<file path="src/rtl/udcounter_param.sv">
// ---------------------------------------------------------------------------
// udcounter_param
//   Parameterised up/down counter with a dynamic upper bound, a parallel
//   load, a selectable wrap or saturate policy at the bounds, a
//   combinational terminal-count flag and a registered one-cycle pulse for
//   every step that hits a bound.
//
// Parameters
//   WIDTH    counter width in bits (2..32)
//   SATURATE 0 = wrap at the bounds, 1 = hold at the bounds
//
// Ports
//   clk       in   clock, all state updates on the rising edge
//   reset     in   synchronous active-high reset
//   en        in   count enable
//   x         in   direction, 0 = up, 1 = down
//   load      in   synchronous parallel load request
//   load_val  in   value to load (clamped to max_val)
//   max_val   in   upper bound, sampled every cycle; count range 0..max_val
//   q         out  registered count value
//   tc        out  combinational terminal count for the current direction
//   evt       out  registered one-cycle boundary-step pulse
// ---------------------------------------------------------------------------
module udcounter_param #(
  parameter int WIDTH    = 3,
  parameter bit SATURATE = 1'b0
) (
  input  logic             clk,
  input  logic             reset,
  input  logic             en,
  input  logic             x,
  input  logic             load,
  input  logic [WIDTH-1:0] load_val,
  input  logic [WIDTH-1:0] max_val,
  output logic [WIDTH-1:0] q,
  output logic             tc,
  output logic             evt
);

  logic [WIDTH-1:0] cnt_q, cnt_d;
  logic             evt_q, evt_d;

  // Boundary detection uses >= for the upper bound so that a count left
  // above a freshly lowered max_val still takes the boundary path going up.
  logic at_top;
  logic at_bottom;

  assign at_top    = (cnt_q >= max_val);
  assign at_bottom = (cnt_q == '0);

  always_comb begin
    cnt_d = cnt_q;
    evt_d = 1'b0;
    if (load) begin
      cnt_d = (load_val > max_val) ? max_val : load_val;
    end else if (en) begin
      if (!x) begin
        if (at_top) begin
          cnt_d = SATURATE ? max_val : '0;
          evt_d = 1'b1;
        end else begin
          cnt_d = cnt_q + WIDTH'(1);
        end
      end else begin
        if (at_bottom) begin
          cnt_d = SATURATE ? '0 : max_val;
          evt_d = 1'b1;
        end else begin
          cnt_d = cnt_q - WIDTH'(1);
        end
      end
    end
  end

  always_ff @(posedge clk) begin
    if (reset) begin
      cnt_q <= '0;
      evt_q <= 1'b0;
    end else begin
      cnt_q <= cnt_d;
      evt_q <= evt_d;
    end
  end

  assign q   = cnt_q;
  assign evt = evt_q;
  assign tc  = (!x && at_top) || (x && at_bottom);

endmodule

</file>
<file path="config.mk">
export PLATFORM = sky130hd
export DESIGN_NAME = udcounter_param
export DESIGN_NICKNAME = d
export VERILOG_FILES = /design/src/rtl/udcounter_param.sv
export SDC_FILE = /design/constraint.sdc
export NUM_CORES = 1
export LEC_CHECK = 0
export ABC_AREA = 1
export BUFFER_PORTS_ARGS = -buffer_cell sky130_fd_sc_hd__buf_2
export CAP_MARGIN = 30
export CELL_PAD_IN_SITES_DETAIL_PLACEMENT = 0
export CELL_PAD_IN_SITES_GLOBAL_PLACEMENT = 1
export CORE_ASPECT_RATIO = 1.2
export CORE_MARGIN = 2
export CORE_UTILIZATION = 32
export DETAILED_ROUTE_END_ITERATION = 8
export PLACE_DENSITY_LB_ADDON = 0.1
export SKIP_CTS_REPAIR_TIMING = 1
export SYNTH_ARGS = -nofsm -noshare
export SYNTH_HDL_FRONTEND = slang
export SYNTH_SLANG_ARGS = --single-unit
</file>
<file path="constraint.sdc">
create_clock -name clk -period 1.65 [get_ports clk]
set_clock_uncertainty 0.15 [all_clocks]
set_input_delay 0.0825 -clock clk [delete_from_list [all_inputs] [get_ports clk]]
set_output_delay 0.0825 -clock clk [all_outputs]
set_load 0.05 [all_outputs]
</file>
## Word level (Yosys, flattened, before mapping)

Index checks and enable logic that the tools add are counted.

| storage, ports and cells | value |
|---|---|
| word-level logic and storage cells | 23 |
| output and inout bits | 5 |
| input port bits | 11 |
| flip-flop bits (word level) | 4 |

| operators by class | value |
|---|---|
| bitwise logic cells | 1 |
| reductions and logical operators | 7 |
| $lt $le $gt $ge | 2 |
| add/subtract/negate cells | 2 |
| muxes and demuxes | 9 |

Operators by type and width:

| cell | count |
|---|---|
| 3-bit 2-to-1 mux | 6 |
| 3-bit by 1-bit adder with 3-bit output, second input constant | 1 |
| 3-bit greater-or-equal comparator | 1 |
| 3-bit greater-than comparator | 1 |
| 3-bit logical NOT | 1 |
| 1-bit 2-to-1 mux | 3 |
| 3-bit OR reduction | 1 |
| 3-bit by 1-bit subtractor with 3-bit output, second input constant | 1 |
| 1-bit logical AND | 2 |
| 2-bit nonzero test | 1 |
| 1-bit logical NOT | 1 |
| 1-bit logical OR | 1 |
| 1-bit NOT | 1 |

## Longest topological paths before layout

| depth | value |
|---|---|
| depth in word-level cells | 5 |
| gate-level depth with buffers | 11 |
| mapped depth without buffers | 11 |

## Least setup slack after synthesis

Ideal clock, no wire load.

| timing | value |
|---|---|
| path kind | register to register |
| start | register cnt_q[0], in the netlist q[0] |
| end | register evt_q, in the netlist evt |
| stages on the path, launching flop included | 8 |
| library setup time | 0.062 ns |
| buffers on the path | 0 |
| data arrival time | 2.076 ns |
| path slack | -0.638 ns |
| cell sequence | dfxtp_1 > inv_1 > ha_1 > inv_1 > nand2_1 > nand2_2 > a22oi_2 > and3_1 |

| between the ends | value |
|---|---|
| word-level cells in the longest chain between the ends | 3 |
| elaborated cells on any way between the ends | 5 |
| classes of those cells | order compare (1); mux (3); reduce/logical (1) |

RTL lines:

| what | RTL line | source |
|---|---|---|
| from (decl) | 40 | `logic [WIDTH-1:0] cnt_q, cnt_d;` |
| from (signal assigned) | 80 | `cnt_q <= cnt_d;` |
| 3-bit greater-or-equal comparator or 3-bit logical NOT (tied branches) | 48, 49 |  |
| 1-bit 2-to-1 mux, on equally long branches | 58, 65 |  |
| 1-bit 2-to-1 mux * | 57 | `if (!x) begin` |
| to (signal assigned) | 81 | `evt_q <= evt_d;` |
| to (decl) | 41 | `logic evt_q, evt_d;` |

Mark *: on every way between the ends. The rest lies on a longest branch, timed or not.
A chain may end at the register's enable or synchronous reset.

## Final worst setup path

| timing | value |
|---|---|
| start | register cnt_q[0], in the netlist q[0] |
| end | output tc |

| between the ends | value |
|---|---|
| word-level cells in the longest chain between the ends | 3 |
| elaborated cells on any way between the ends | 5 |
| classes of those cells | order compare (1); reduce/logical (4) |

RTL lines:

| what | RTL line | source |
|---|---|---|
| 3-bit greater-or-equal comparator or 3-bit logical NOT (tied branches) | 48, 49 |  |
| 1-bit logical AND | 87 | `assign tc = (!x && at_top) \|\| (x && at_bottom);` |
| 1-bit logical OR * | 87 |  |
| to (decl) | 36 | `output logic tc,` |

Marked as above.

==> summary.md <==
| Metric | Value |
|---|---|
| Unrepaired setup endpoints after global routing | `true` |
| Routed wire length per instance | `9.657 µm` |
| Total track usage | `0.1393` |
| Critical Path Source Type | `flip-flop` |
| Number of I/O port buffers | `15` |
| Overall die area | `2027 µm²` |
| Netlist area before placement | `538.0 µm²` |
| Proportion of layout cells with a drive suffix above 1 | `0.3190` |
| Post-synthesis net count | `113` |
| Global-route wire length before repair | `2256 µm` |
| Synth warn | `0` |
| Number of diodes | `0` |
| Max Slew Vio Count | `0` |
| Worst Max-Slew Pin Slew | `0.2528 ns` |
| Gr ovfl total | `0` |
| Number of fill cells in the layout | `187` |
| Leakage power of the design | `0.4412 nW` |
| Path category of the worst min-delay check | `primary input to flip-flop` |
| Synthesized netlist cell count | `93` |
| Type of the worst setup path | `flip-flop to output port` |
| Worst-case setup margin in the final layout | `-0.03572 ns` |
| Number of register bits inferred by synthesis | `4` |
| Final cell count without fillers | `134` |
| Unique masters post-synth | `14` |
| Total number of vias | `624` |
| Number of DRC violations after detailed-routing iteration 0 | `2` |
| Post-layout util | `0.4539` |
| Length of routed wiring on met1 | `578 µm` |
| PD cells | `743.1 nW/µm²` |
| Share of the clock period used by the worst path | `1.022` |
| First-pass iteration count of the detailed router | `4` |
| Instance count along the most critical hold path | `4` |
| Largest voltage drop on the vdd net | `0.3659 mV` |
| Number of maximum-capacitance violations | `0` |
| Initial cell density of the core | `0.3359` |
| Worst slack on hold paths | `-0.01252 ns` |
| Clock tree from TritonCTS | `done` |
| HPWL after detailed placement | `1079 µm` |
| Minimum clock period | `1.686 ns` |
| H-tree depth | `1` |
| Clock slew seen by the registers of the worst setup and hold paths | `0.04 ns` |
| Arrival time reported for the critical path endpoint | `1.45 ns` |
| Maximum number of pins on one net before global-route repair | `7` |
| Summed area of non-filler cells in the final layout | `726.9 µm²` |
| Endpoints failing hold | `2` |
| Most frequent cells in the layout | `nand2_1, nor2_1, buf_2, inv_1, nand3_1` |
| Required time of the worst setup path | `1.42 ns` |
| Insertion delay of the later-clocked pin in the worst-skew pair | `0.24 ns` |
| Number of routed nets with antenna violations | `0` |
| Total chip power | `0.5402 mW` |
| Cts bufs inserted | `3` |
| Core area | `1602 µm²` |
| Headroom to the max-slew limit | `0.8326` |
| Top layer used by detailed routing | `met3` |
| Top Ports | `16` |
| Die height | `48.92 µm` |
| Most common library cell in the layout ignoring fill and taps | `nand2_1` |
| Clock root buffer master | `clkbuf_4` |
| Sequential fraction of the synthesis area | `0.1488` |
| Met2 routed WL | `662 µm` |
| Area delta synth->final | `35.12%` |
| Post-route DRC violation count | `0` |
| Final setup viols | `1` |
| Antenna violations before repair | `0` |
| Chip Width | `41.43 µm` |
| Number of placed instances with taps included | `127` |
| Result of the run | `complete, but fails checks` |
| Mean instance size in the synthesized netlist | `5.785 µm²` |
| Top fanout value on the critical path | `5` |
| Row count | `16` |
| Post-detailed-routing wire length | `1294 µm` |
| Total placed instance area | `664.4 µm²` |
| Final estimated routing congestion in global placement | `0.7340` |
| Number of sinks handled by clock tree synthesis | `4` |
| Number of nets at the end of the flow | `137` |
| Violations in the final reports | `hold timing, setup timing` |
| Number of global-route vias before repair | `523` |
| Type of element capturing the critical path | `output port` |
| Maximum count of clock buffers along a single path | `2` |
| Highest clock rate | `0.5932 GHz` |
| Logic depth of the worst register-to-register path | `12` |
| Per-cell via count in the routed design | `4.657` |
| Routed wire length on met3 | `53 µm` |
[cell usage after synthesis]
library cell | instances | area [µm²]
o21ai_0 | 3 | 15.01
inv_1 | 14 | 52.55
dfxtp_1 | 4 | 80.08
inv_2 | 3 | 11.26
and3_1 | 1 | 6.260
nand2_2 | 4 | 25.02
a21boi_1 | 1 | 7.510
a22oi_2 | 1 | 12.51
nor2_1 | 14 | 52.55
nand3b_1 | 1 | 7.510
ha_1 | 9 | 112.6
a21oi_1 | 1 | 5.000
nand3_1 | 9 | 45.04
nand2_1 | 28 | 105.1
[cell families (layout without fill, tap and decap cells)]
family | count (synthesis) | count (layout) | share of synthesized area
buf+inv | 17 | 40 | 0.1186
flops | 4 | 4 | 0.1488
compound gates | 6 | 6 | 0.07440
simple gates | 57 | 57 | 0.4488
fa+ha+maj | 9 | 9 | 0.2093
[metal layers]
metal	vias to the layer above	GRT usage
li1	335	-
met1	275	0.1749
met2	14	0.2422
met3	0	0.03704
met4	0	0.01613
met5	-	0
[sequential cells by signal, indices dropped and copies added (netlist names)]
name,count
q,3
evt,1
[final cells by class]
class	instances	area, µm²	area share
sequential	4	86.33	0.1188
clock buffer	4	26.28	0.03614
timing repair buffer	19	111.4	0.1532
tap	18	22.52	0.03098
inverter	17	66.31	0.09122
multi-input combinational	72	414.1	0.5697
[where the power goes]
part	leakage, nW	internal [mW]	switching, mW
logic	0.392	0.108	0.178
clock network	0.0150	0.0911	0.0451
registers	0.0343	0.108	0.0105
[stage by stage]
step / setup TNS (ns) / worst slack, ns
2_1_floorplan: -0.2149 / -0.2149
3_3_place_gp: 0 / 0.1206
3_5_place_dp: 0 / 0.1371
4_1_cts: -0.1178 / -0.1178
5_1_grt: -0.1389 / -0.1114
6_report: -0.03572 / -0.03572
[final timing paths]
kind	slack (ns)	end	start
max	-0.04	tc	q[0]$_SDFFE_PP0P_
min	-0.01	q[0]$_SDFFE_PP0P_	reset
max reg2reg	0.09	q[1]$_SDFFE_PP0P_	q[0]$_SDFFE_PP0P_
min reg2reg	0.43	q[1]$_SDFFE_PP0P_	q[1]$_SDFFE_PP0P_
[worst max-delay path: stages, from the launching register on]
cell and delay, ns:
dfxtp_4 0.37, inv_4 0.05, ha_4 0.25, inv_2 0.03
nand2_2 0.07, nand2_4 0.06, a22oi_2 0.19, buf_6 0.19
Note: power is estimated with default switching activity, not from simulation.
